==> src/rtl/cmd_ram_if.sv <==
// Command/read-data bundle between the SPI slave front end and cmd_ram.
// master = SPI side (drives commands, accepts read data), slave = RAM side.
interface cmd_ram_if #(
    parameter int ADDR_WIDTH = 8,
    parameter int DATA_WIDTH = 8
);
    logic [ADDR_WIDTH+1:0] din;
    logic                  rx_valid;
    logic                  rx_ready;
    logic [DATA_WIDTH-1:0] dout;
    logic                  tx_valid;
    logic                  tx_ready;
    logic                  err;

    modport master (output din, rx_valid, tx_ready, input rx_ready, dout, tx_valid, err);
    modport slave  (input din, rx_valid, tx_ready, output rx_ready, dout, tx_valid, err);
endinterface

==> src/rtl/cmd_ram.sv <==
// Single-port command RAM: opcode-driven writes and reads with separate
// write/read pointers, optional burst auto-increment and a sticky range error.
module cmd_ram #(
    parameter int ADDR_WIDTH = 8,
    parameter int DATA_WIDTH = 8,
    parameter int MEM_DEPTH  = 256,
    parameter int AUTO_INC   = 1
) (
    input logic      clk,
    input logic      rst,
    cmd_ram_if.slave bus
);
    typedef enum logic [1:0] {IDLE, RD, TX} state_t;

    localparam logic [ADDR_WIDTH:0]   DEPTH = (ADDR_WIDTH+1)'(MEM_DEPTH);
    localparam logic [ADDR_WIDTH-1:0] LAST  = ADDR_WIDTH'(MEM_DEPTH - 1);

    state_t                state, state_nxt;
    logic [ADDR_WIDTH-1:0] wr_addr, rd_addr;
    logic [DATA_WIDTH-1:0] dout_q;
    logic                  tx_valid_q, err_q;
    logic [DATA_WIDTH-1:0] mem [MEM_DEPTH];

    logic [1:0]            op;
    logic [ADDR_WIDTH-1:0] payload;
    logic                  accept, wr_ok, rd_ok, wr_en;

    // Wrap at MEM_DEPTH-1 rather than at the pointer width, so non-power-of-2 depths burst cleanly.
    function automatic logic [ADDR_WIDTH-1:0] inc(input logic [ADDR_WIDTH-1:0] p);
        if (AUTO_INC == 0) return p;
        return (p == LAST) ? '0 : p + 1'b1;
    endfunction

    assign op           = bus.din[ADDR_WIDTH+1:ADDR_WIDTH];
    assign payload      = bus.din[ADDR_WIDTH-1:0];
    assign bus.rx_ready = (state == IDLE);
    assign accept       = bus.rx_valid && bus.rx_ready;
    assign wr_ok        = {1'b0, wr_addr} < DEPTH;
    assign rd_ok        = {1'b0, rd_addr} < DEPTH;
    assign wr_en        = accept && (op == 2'b01) && wr_ok;
    assign bus.dout     = dout_q;
    assign bus.tx_valid = tx_valid_q;
    assign bus.err      = err_q;

    always_ff @(posedge clk) begin
        if (rst) state <= IDLE;
        else     state <= state_nxt;
    end

    always_comb begin
        state_nxt = state;
        case (state)
            IDLE:    if (accept && op == 2'b11) state_nxt = RD;
            RD:      state_nxt = TX;
            TX:      if (bus.tx_ready) state_nxt = IDLE;
            default: state_nxt = IDLE;
        endcase
    end

    always_ff @(posedge clk) begin
        if (rst) begin
            wr_addr    <= '0;
            rd_addr    <= '0;
            dout_q     <= '0;
            tx_valid_q <= 1'b0;
            err_q      <= 1'b0;
        end else begin
            if (accept) begin
                case (op)
                    2'b00:   wr_addr <= payload;
                    2'b01:   if (wr_ok) wr_addr <= inc(wr_addr);
                             else       err_q   <= 1'b1;
                    2'b10:   rd_addr <= payload;
                    default: ;
                endcase
            end
            if (state == RD) begin
                tx_valid_q <= 1'b1;
                if (rd_ok) begin
                    dout_q  <= mem[rd_addr];
                    rd_addr <= inc(rd_addr);
                end else begin
                    dout_q <= '0;
                    err_q  <= 1'b1;
                end
            end else if (state == TX && bus.tx_ready) begin
                tx_valid_q <= 1'b0;
            end
        end
    end

    // Memory has no reset; reset only blocks a coincident write.
    always_ff @(posedge clk) begin
        if (!rst && wr_en) mem[wr_addr] <= payload[DATA_WIDTH-1:0];
    end
endmodule

==> src/flat_wrapper.sv <==
// flat-port wrapper written by rule: the top's interface ports become plain ports
module cmd_ram_flat 
#(
    parameter int ADDR_WIDTH = 8,
    parameter int DATA_WIDTH = 8,
    parameter int MEM_DEPTH  = 256,
    parameter int AUTO_INC   = 1
)
  (clk, rst, bus_din, bus_rx_valid, bus_tx_ready, bus_rx_ready, bus_dout, bus_tx_valid, bus_err);
  cmd_ram_if #(.ADDR_WIDTH(ADDR_WIDTH), .DATA_WIDTH(DATA_WIDTH)) bus_i ();
  input logic clk;
  input logic rst;
  input wire logic [$bits(bus_i.din)-1:0] bus_din;
  input wire logic [$bits(bus_i.rx_valid)-1:0] bus_rx_valid;
  input wire logic [$bits(bus_i.tx_ready)-1:0] bus_tx_ready;
  output wire logic [$bits(bus_i.rx_ready)-1:0] bus_rx_ready;
  output wire logic [$bits(bus_i.dout)-1:0] bus_dout;
  output wire logic [$bits(bus_i.tx_valid)-1:0] bus_tx_valid;
  output wire logic [$bits(bus_i.err)-1:0] bus_err;
  assign bus_i.din = bus_din;
  assign bus_i.rx_valid = bus_rx_valid;
  assign bus_i.tx_ready = bus_tx_ready;
  assign bus_rx_ready = bus_i.rx_ready;
  assign bus_dout = bus_i.dout;
  assign bus_tx_valid = bus_i.tx_valid;
  assign bus_err = bus_i.err;
  cmd_ram #(.ADDR_WIDTH(ADDR_WIDTH), .DATA_WIDTH(DATA_WIDTH), .MEM_DEPTH(MEM_DEPTH), .AUTO_INC(AUTO_INC)) u_core (.clk(clk), .rst(rst), .bus(bus_i));
endmodule
==> config.mk <==
export PLATFORM = sky130hd
export DESIGN_NAME = cmd_ram_flat
export DESIGN_NICKNAME = d
export VERILOG_FILES = /design/src/rtl/cmd_ram_if.sv /design/src/rtl/cmd_ram.sv /design/src/flat_wrapper.sv
export SDC_FILE = /design/constraint.sdc
export NUM_CORES = 2
export LEC_CHECK = 0
export CAP_MARGIN = 20
export CORE_MARGIN = 3
export CORE_UTILIZATION = 37
export CTS_CLUSTER_SIZE = 25
export DETAILED_ROUTE_END_ITERATION = 7
export PLACE_DENSITY_LB_ADDON = 0.15
export SETUP_SLACK_MARGIN = 0.3
export SLEW_MARGIN = 5
export SYNTH_ARGS = -nofsm -noshare
export SYNTH_HDL_FRONTEND = slang
export SYNTH_SLANG_ARGS = --single-unit
==> constraint.sdc <==
create_clock -name clk -period 3.1 [get_ports clk]
set_clock_uncertainty 0.15 [all_clocks]
set_input_delay 0.465 -clock clk [delete_from_list [all_inputs] [get_ports clk]]
set_output_delay 0.465 -clock clk [all_outputs]
set_load 0.02 [all_outputs]
==> metrics.md <==
| Metric | Value |
|---|---|
| Setup TNS Final | `0 ns` |
| CTS clk-pin slew, worst paths | `roughly 0.06 ns` |
| Initial antenna violation count | `7` |
| Io pins | `25` |
| WL final | `227.2 mm` |
| Worst setup path category | `flip-flop to flip-flop` |
| Final Hold Fails | `0` |
| Sequential area share after synthesis | `76.36%` |
| Crit start category | `flip-flop` |
| Syn_area_per_cell | `20.06 sq um` |
| Max incr delay on CP | `approximately 0.43 ns` |
| Slew margin rel. | `around 45%` |
| Reg2reg start | `u_core.rd_addr[0]` |
| Fmax | `0.3411 GHz` |
| Vias in the first global route | `43610` |
| Htree depth | `4` |
| Post-synth EDFFs | `2048` |
| CP endpoint kind | `flip-flop` |
| WHS | `0.2317 ns` |
| Clk buf depth | `3` |
| Worst-margin pin slew | `roughly 0.83 ns` |
| Syn Inst Count | `4051` |
| DRT iter0 DRCs | `between 4000 and 5000` |
| Die height | `around 470 um` |
| DR WL/cell | `28.96 um` |
| Die Wd | `474.6 um` |
| Crit path from | `u_core.rd_addr[0]` |
| Worst setup margin | `0.1685 ns` |
| Final Net Count | `between 4000 and 5000` |
| Vias | `42510` |
| Outcome | `complete, no violations` |
| Synth Register Bits | `2075` |
| Final Critical Period | `2.932 ns` |
| Max VDD drop | `roughly 0.55 mV` |
| Top cell type's share of synthesized area | `between 70 and 80%` |
| DRT antenna net count | `0` |
| Max Slew Vio Count | `0` |
| Placed cells | `7350` |
| R2r endpoint | `u_core.bus.dout[3]` |
| Leakage Power | `0.03089 uW` |
| PwrDens | `602.5 nW/um^2` |
| Yosys Warn Count | `0` |
| RSZ-0062 raised after global routing | `yes` |
| Mapped cell area | `81250 sq um` |
| Required @ worst endpoint | `roughly 3.7 ns` |
| Port Buffers | `23` |
| Critical path's most frequent cell | `buf_4` |
| Max-cap viol count | `0` |
| Fraction of registers with async set/reset | `0%` |
| Critical Path Fanout Max | `7` |
| Non-filler instance count after layout | `7845` |
| Final setup fails | `0` |
| Detailed Place HPWL | `142.5 mm` |
| Clock sinks | `between 2000 and 2500` |
| Starting Density | `37.30%` |
| Final period util | `94.56%` |
| Largest net degree at the start of global routing | `83` |
| DRT Pass-1 Iters | `5` |
| Die area | `225300 sq um` |
| Clock network latency to the later pin of the worst-skew pair | `0.84 ns` |
| Total CTS buffers | `215` |
| Vias per Instance | `5.419` |
| Total GRT Usage | `20.07%` |
| Crit path cell chain | `buf_12, buf_16, clkinvlp_4, or3_4, buf_4, buf_4, o22ai_1, nor4_1, buf_2, o21ai_2, buf_4, o211ai_1` |
| Setup crit end | `u_core.bus.dout[3]` |
| CTS root buffer | `clkbuf_16` |
| Gpl congestion | `0.8429` |
| Synth top area cells | `edfxtp_1, mux4_2, mux2i_1, nor2_1, a22oi_1` |
| Number of cell rows | `about 170` |
| Core ar. | `217800 sq um` |
| # fillers | `between 15000 and 20000` |
| Worst R2R Path Depth | `12` |
| Synth-to-Final Area Change | `21.47%` |
| Critical Path AT | `3.50 ns` |
| Hold/Removal Path Class | `input port to flip-flop` |
| Layout cell share with drive strength beyond 1 | `between 30% and 40%` |
| R2r setup slk | `0.17 ns` |
| Main synth FF type | `edfxtp_1` |
| Dpl ws | `-0.2386 ns` |
| First-pass GRT wire length | `around 320 mm` |
| CTS tree | `yes` |
| Distinct cell type count after synthesis | `66` |
| Grt ovf | `0` |
| DRC errors left | `0` |
| Synthesized net count | `a little over 4000` |
| CP max stage cell | `or3_4` |
| Yosys top cell by area | `edfxtp_1` |
## sequential cells by signal, summed over array words and instances (netlist names)
| signal | count |
|---|---|
| u_core.mem | 2048 |
| u_core.bus.tx_valid | 1 |
| u_core.bus.dout | 8 |
| u_core.rd_addr | 8 |
| u_core.wr_addr | 8 |
| u_core.state | 2 |
## cell usage after synthesis (6+ instances only)
library cell and n:
a211o_1 7, a211oi_1 38, a21oi_1 38, a221oi_1 10, a22oi_1 119, a31oi_1 20
and2_1 8, and3b_1 8, buf_1 21, buf_12 6, buf_2 45, buf_4 56
buf_6 34, clkbuf_1 77, dfxtp_1 27, edfxtp_1 2048, inv_1 8, mux2_2 22
mux2i_1 323, mux4_1 7, mux4_2 356, nand2_1 86, nand3_1 32, nand3_2 8
nand4_1 30, nor2_1 308, nor2b_1 9, nor3_1 12, nor4_1 7, o211ai_1 17
o21ai_0 41, o221ai_1 57, o221ai_2 7, o22ai_1 86, or2_2 6
## routing by layer
| metal | wire length, um | share of wire [%] | vias up | GRT usage, % |
|---|---|---|---|---|
| met2 | 109200 | 48 | 1297 | 32.20 |
| met3 | 12320 | 5.4 | 299 | 3.090 |
| li1 | - | - | 18370 | - |
| met1 | 99440 | 44 | 22550 | 28.43 |
| met4 | 6278 | 2.8 | 0 | 5.816 |
| met5 | 0 | 0 | - | 0 |
## metrics by stage
| stage | total power [uW] | instance area (sq um) | util [%] |
|---|---|---|---|
| floorplan | 33100 | 81250 | - |
| global placement | 34850 | 89620 | 41.15 |
| detailed placement | 34870 | 89650 | 41.16 |
| CTS | 59940 | 97670 | 44.84 |
| global route | 61350 | 98700 | 45.31 |
| finish | 59460 | 98700 | 45.31 |
## layout make-up
| type | instances | area [sq um] | share of cell area (%) |
|---|---|---|---|
| timing repair buffer | 789 | 7939 | 8.044 |
| multi-input combinational | 1723 | 18340 | 18.58 |
| tap | 2854 | 3571 | 3.618 |
| clock inverter | 121 | 1047 | 1.061 |
| antenna | 1 | 2.502 | 0.002535 |
| sequential | 2075 | 62060 | 62.88 |
| clock buffer | 274 | 5697 | 5.772 |
| inverter | 8 | 33.78 | 0.03423 |
## cell usage in the layout, fill, tap and decap left out, types with 32 or more instances in the layout
| master | netlist | routed |
|---|---|---|
| edfxtp_1 | 2048 | 2048 |
| a21oi_1 | 38 | 33 |
| clkbuf_16 | 0 | 226 |
| mux2i_1 | 323 | 317 |
| clkinv_2 | 0 | 37 |
| clkbuf_1 | 77 | 54 |
| buf_4 | 56 | 604 |
| buf_12 | 6 | 87 |
| a211oi_1 | 38 | 32 |
| mux4_2 | 356 | 357 |
| a22oi_1 | 119 | 103 |
| clkinv_1 | 0 | 54 |
| nor2_1 | 308 | 302 |
| o22ai_1 | 86 | 73 |
| o221ai_1 | 57 | 38 |
| nand2_1 | 86 | 80 |
## kinds of logic after synthesis
family,count (synthesis),share of synthesized area [%]
mux,708,14.38
other cells,1,0.004616
flops,2075,76.36
compound gates,454,3.978
xor+xnor,4,0.04313
fa+ha+maj,5,0.07700
buf+inv,253,2.002
simple gates,551,3.159
## power by group
part           switching (uW)  internal, uW  leakage, uW
combinational            2220          1560      0.00897
clock                   10700         14100      0.00330
sequential               41.0         30800       0.0186
## worst max-delay path, delay by kind of cell (launching register included)
family	cells	cell delay (ns)
flops	1	0.40
compound gates	3	0.48
simple gates	2	0.53
buf+inv	7	1.19
## worst min-delay path by stage
stage,start,end,slack (ns),cells past startpoint
after global routing,rst,u_core.bus.tx_valid,0.21,2
after CTS,rst,u_core.bus.tx_valid,0.17,2
after global placement,u_core.wr_addr[1],u_core.wr_addr[1],0.42,2
after detailed placement,u_core.wr_addr[1],u_core.wr_addr[1],0.42,2
final,rst,u_core.bus.tx_valid,0.23,2
after floorplan,u_core.wr_addr[1],u_core.wr_addr[1],0.38,2
## timing repair
action | 4_1_cts | 5_1_grt
gates cloned | 13 | 7
hold endpoints to repair | 351 | 0
buffers inserted | 29 | 42
pin swaps | 25 | 43
setup endpoints to repair | 15 | 12
hold buffers | 8 | 0
gates resized for setup | 108 | 108
(Power assumes the default switching activity.)
